==> src/rtl/id_ex_operand_stage.sv <==
// id_ex_operand_stage
//   ID/EX pipeline register plus operand-forwarding stage feeding the EX ALU.
//   Captures decoded operands/control from ID every cycle, supports stall
//   (hold) and flush (bubble), and resolves RAW hazards by forwarding results
//   from EX/MEM and MEM/WB onto the registered rs/rt operands.
//
// Configuration macro: ALU_OPERAND_FWD_EN
//   defined   : forwarding network enabled (EX/MEM beats MEM/WB, index 0 never
//               forwarded)
//   undefined : operands come straight from the registered register-file data
//
// Ports
//   clk, rst_n                 clock, synchronous active-low reset
//   stall, flush               hold / bubble-load the ID/EX register
//   id_*                       decoded instruction from ID
//   exmem_*, memwb_*           later-stage write info used for forwarding
//   alu_a, alu_b, alu_ctrl,
//   alu_shmnt                  operands and control to the ALU
//   ex_store_data              forwarded rt (store data)
//   ex_dst, ex_reg_write,
//   ex_valid                   destination info for EX/MEM
module id_ex_operand_stage #(
  parameter int DW = 32,
  parameter int RW = 5,
  parameter int CW = 4
) (
  input  logic          clk,
  input  logic          rst_n,
  input  logic          stall,
  input  logic          flush,
  input  logic          id_valid,
  input  logic [DW-1:0] id_rs_data,
  input  logic [DW-1:0] id_rt_data,
  input  logic [DW-1:0] id_imm,
  input  logic [RW-1:0] id_rs,
  input  logic [RW-1:0] id_rt,
  input  logic [RW-1:0] id_dst,
  input  logic          id_alu_src,
  input  logic [CW-1:0] id_alu_ctrl,
  input  logic [4:0]    id_shmnt,
  input  logic          id_reg_write,
  input  logic          exmem_reg_write,
  input  logic [RW-1:0] exmem_dst,
  input  logic [DW-1:0] exmem_result,
  input  logic          memwb_reg_write,
  input  logic [RW-1:0] memwb_dst,
  input  logic [DW-1:0] memwb_result,
  output logic [DW-1:0] alu_a,
  output logic [DW-1:0] alu_b,
  output logic [CW-1:0] alu_ctrl,
  output logic [4:0]    alu_shmnt,
  output logic [DW-1:0] ex_store_data,
  output logic [RW-1:0] ex_dst,
  output logic          ex_reg_write,
  output logic          ex_valid
);

  typedef struct packed {
    logic          valid;
    logic          reg_write;
    logic [DW-1:0] rs_data;
    logic [DW-1:0] rt_data;
    logic [DW-1:0] imm;
    logic [RW-1:0] rs;
    logic [RW-1:0] rt;
    logic [RW-1:0] dst;
    logic          alu_src;
    logic [CW-1:0] alu_ctrl;
    logic [4:0]    shmnt;
  } id_ex_t;

  id_ex_t stage_q, stage_d;
  logic [DW-1:0] rs_fwd, rt_fwd;

  // Flush beats stall; an all-zero record is a bubble.
  always_comb begin
    stage_d = stage_q;
    if (flush) begin
      stage_d = '0;
    end else if (!stall) begin
      stage_d.valid     = id_valid;
      stage_d.reg_write = id_reg_write & id_valid;
      stage_d.rs_data   = id_rs_data;
      stage_d.rt_data   = id_rt_data;
      stage_d.imm       = id_imm;
      stage_d.rs        = id_rs;
      stage_d.rt        = id_rt;
      stage_d.dst       = id_dst;
      stage_d.alu_src   = id_alu_src;
      stage_d.alu_ctrl  = id_alu_ctrl;
      stage_d.shmnt     = id_shmnt;
    end
  end

  // Reset overrides both flush and stall.
  always_ff @(posedge clk) begin
    if (!rst_n) begin
      stage_q <= '0;
    end else begin
      stage_q <= stage_d;
    end
  end

`ifdef ALU_OPERAND_FWD_EN
  // Index 0 is hard-wired zero, so it never takes a forwarded value.
  always_comb begin
    rs_fwd = stage_q.rs_data;
    if (exmem_reg_write && (exmem_dst == stage_q.rs) && (stage_q.rs != '0)) begin
      rs_fwd = exmem_result;
    end else if (memwb_reg_write && (memwb_dst == stage_q.rs) && (stage_q.rs != '0)) begin
      rs_fwd = memwb_result;
    end
  end

  always_comb begin
    rt_fwd = stage_q.rt_data;
    if (exmem_reg_write && (exmem_dst == stage_q.rt) && (stage_q.rt != '0)) begin
      rt_fwd = exmem_result;
    end else if (memwb_reg_write && (memwb_dst == stage_q.rt) && (stage_q.rt != '0)) begin
      rt_fwd = memwb_result;
    end
  end
`else
  // Without forwarding, hazards are resolved by stalling elsewhere.
  logic unused_fwd_inputs;
  assign unused_fwd_inputs = ^{exmem_reg_write, exmem_dst, exmem_result,
                               memwb_reg_write, memwb_dst, memwb_result};
  assign rs_fwd = stage_q.rs_data;
  assign rt_fwd = stage_q.rt_data;
`endif

  assign alu_a         = rs_fwd;
  assign alu_b         = stage_q.alu_src ? stage_q.imm : rt_fwd;
  assign ex_store_data = rt_fwd;
  assign alu_ctrl      = stage_q.alu_ctrl;
  assign alu_shmnt     = stage_q.shmnt;
  assign ex_dst        = stage_q.dst;
  assign ex_reg_write  = stage_q.reg_write;
  assign ex_valid      = stage_q.valid;

endmodule

==> config.mk <==
export PLATFORM = sky130hd
export DESIGN_NAME = id_ex_operand_stage
export DESIGN_NICKNAME = d
export VERILOG_FILES = /design/src/rtl/id_ex_operand_stage.sv
export SDC_FILE = /design/constraint.sdc
export NUM_CORES = 1
export LEC_CHECK = 0
export BUFFER_PORTS_ARGS = -buffer_cell sky130_fd_sc_hd__buf_2
export CELL_PAD_IN_SITES_DETAIL_PLACEMENT = 2
export CELL_PAD_IN_SITES_GLOBAL_PLACEMENT = 2
export CORE_UTILIZATION = 21
export DETAILED_ROUTE_END_ITERATION = 8
export GPL_ROUTABILITY_DRIVEN = 0
export MAX_ROUTING_LAYER = met4
export PLACE_DENSITY = 0.85
export RECOVER_POWER = 50
export REMOVE_ABC_BUFFERS = 1
export SYNTH_ARGS = -nofsm -noshare
export SYNTH_HDL_FRONTEND = slang
export SYNTH_SLANG_ARGS = --single-unit
==> constraint.sdc <==
create_clock -name clk -period 0.99 [get_ports clk]
set_input_delay 0 -clock clk [delete_from_list [all_inputs] [get_ports clk]]
set_output_delay 0 -clock clk [all_outputs]
set_load 0.1 [all_outputs]
==> impl_metrics.ini <==
[worst_setup_path]
critPathArrivalTime_ns = 1.54
cp.required_ns = 0.99
cp-start-kind = register
crit_type = register to output pin
setup.worst_path.end_class = output pin
crit_fanout = 16

[sta]
clock_skew_ns = 0
worst_pin_slew_ns = 0.2872
drv_slew = 0
max_freq_mhz = 651.4
timing.final.ws_setup_ns = -0.5452
hold_viol = 0
fin_crit_ns = 1.535
fin_tns_setup_ns = -16.56
rsz0062_at_grt = yes
period_share_pct = 155.1
finalSetupViolCount = 44
slew_headroom_pct = 80.31

[route]
viasPerCell = 4.028
vias = 4354
wl_per_cell_um = 19.45
wl_mm = 21.03
drt_first_pass_iters = 4
drtIter0Drc = 143
ant_nets = 0
remaining_drc_errors = 0

[run]
maxCapViolCount = 0

[logic_synthesis]
syn_area_um2 = 4997
async_flop_share_pct = 0
synth_top_area_share_pct = 45.27
synth_common_cells = 113 x dfxtp_1, 112 x mux2i_1, 112 x nor2_1, 86 x buf_4, 32 x mux2_2
yosysWarnings = 0
syn-instance-count = 481
avgSynthCellArea_um2 = 10.39
ys_seq_elements = 113
synthTopCellsByArea = dfxtp_1 45%, mux2i_1 22%, buf_4 13%, nor2_1 8.4%, mux2_2 7.2%
ys_types = 13
synth_area_leader_cell = dfxtp_1
ys_seq_area_share_pct = 45.27
synth_most_common_cell = dfxtp_1
synth_edf_count = 0
synth_top_flop_cell = dfxtp_1

[cts]
clk_latency_ns = 0.41
cts-root-buf = clkbuf_16
h-tree-depth = 4
clock_path_buffers = 2
cts_buffers = 17
cts_tree = yes
clock-sinks = 113
path_clk_slew_ns = 0.06

[cells_and_area]
fill_cells = 2406
diodes = 0
syn2layout_area_growth_pct = 91.79
final_nets = 952
utilization_pct = 40.95
instances_no_fill = 1081
drive_gt1_share_pct = 46.72

[global_routing]
busiest_layer = met2
grt_first_pass_wirelength_mm = 31.03
grt_use_met3_pct = 5.428
grt_pass1_vias = 5236
gr-usage-all-layers_pct = 18.04
met1_usage_pct = 15.49
overflow = 0
use_met2_pct = 36.27
antenna_found_initial = 0
grt_max_degree = 58

[power]
p_total_mw = 14.33
static-leakage-power_nw = 4.212
peakVddDrop_mv = 0.9035
p_per_area_nw_per_um2 = 1495

[placement]
io_buffers = 228
dp_cells = 933
hpwlAfterDp_mm = 12.38
pre_cts_ws_ns = -0.1398

[floorplan]
core_area_um2 = 23400
ioPinCount = 315
row_count = 56
die_width_um = 156.3
start_util_pct = 21.35
die_h_um = 156.3
dieArea_um2 = 24420

[worst_hold_path]
hp-class = input pin to register

[run_status]
failed_checks = setup timing
status = finished with violations
[kinds of logic (layout without fill, tap and decap cells)]
kind of cell	count (synthesis)	after routing	synth area share [%]
mux	144	144	29.64
compound gates	1	1	0.1001
simple gates	115	115	8.763
flops	113	113	45.27
buf+inv	108	389	16.22
[where the power goes]
group | leakage, nW | switching (mW) | total [mW] | internal (mW)
clock network | 0.285 | 2.30 | 6.32 | 4.02
registers | 0.953 | 0.173 | 4.82 | 4.65
logic | 2.97 | 1.80 | 3.19 | 1.38
total | 4.21 | 4.28 | 14.3 | 10.1
[layer usage]
layer | vias up | share of wire [%] | wire, um
met3 | 29 | 5.8 | 1223
met1 | 2110 | 33 | 6909
met5 | - | 0 | 0
met2 | 170 | 59 | 12340
li1 | 2045 | - | -
met4 | 0 | 2.6 | 550
[final timing paths]
check | endpoint | slack [ns] | cells past startpoint | start
min | alu_a[23]$_SDFFE_PP0N_ | 0.05 | 3 | stall
min reg2reg | ex_reg_write$_SDFFE_PP0N_ | 0.49 | 2 | ex_reg_write$_SDFFE_PP0N_
max | alu_b[27] | -0.55 | 3 | stage_q[9]$_SDFFE_PP0N_
max reg2reg | ex_store_data[4]$_SDFFE_PP0N_ | 0.11 | 2 | ex_store_data[4]$_SDFFE_PP0N_
[stage by stage]
stage	area, um^2	hold slack (ns)
CTS	9499	0.01286
global placement	7609	0.2292
detailed placement	7609	0.2424
global route	9584	0.04605
finish	9584	0.04785
floorplan	4187	0.1360
[state kept, by name (all words and copies together), names as in the netlist]
name / flops
ex_reg_write: 1
alu_ctrl: 4
stage_q: 33
ex_valid: 1
alu_shmnt: 5
ex_dst: 5
ex_store_data: 32
alu_a: 32
[cell type report]
cell class	count	area (um^2)	share of cell area, %
sequential	113	2411	25.16
clock buffer	19	442.9	4.621
clock inverter	13	161.4	1.684
tap	319	399.1	4.164
timing repair buffer	357	4174	43.55
multi-input combinational	260	1996	20.82
[cell usage in the layout, fill, tap and decap left out, types with 15 or more instances in the layout]
cell / Yosys / routed
dfxtp_1: 113 / 64
dfxtp_4: 0 / 35
buf_2: 9 / 115
mux2i_1: 112 / 112
buf_12: 0 / 119
mux2_4: 0 / 17
nor2_1: 112 / 112
clkbuf_16: 0 / 17
dlygate4sd3_1: 0 / 114
mux2_2: 32 / 15
[critical path, cell delays in order, from the launching register on]
cell and delay (ns):
dfxtp_4 0.39, buf_12 0.17, mux2_2 0.38, buf_12 0.17
[timing repair]
action	4_1_cts	5_1_grt
resized for setup	96	41
setup buffers	0	2
setup endpoints to repair	112	70
hold buffers	114	0
endpoints found under the hold margin	113	0
Power figures use the tool's default switching activity.
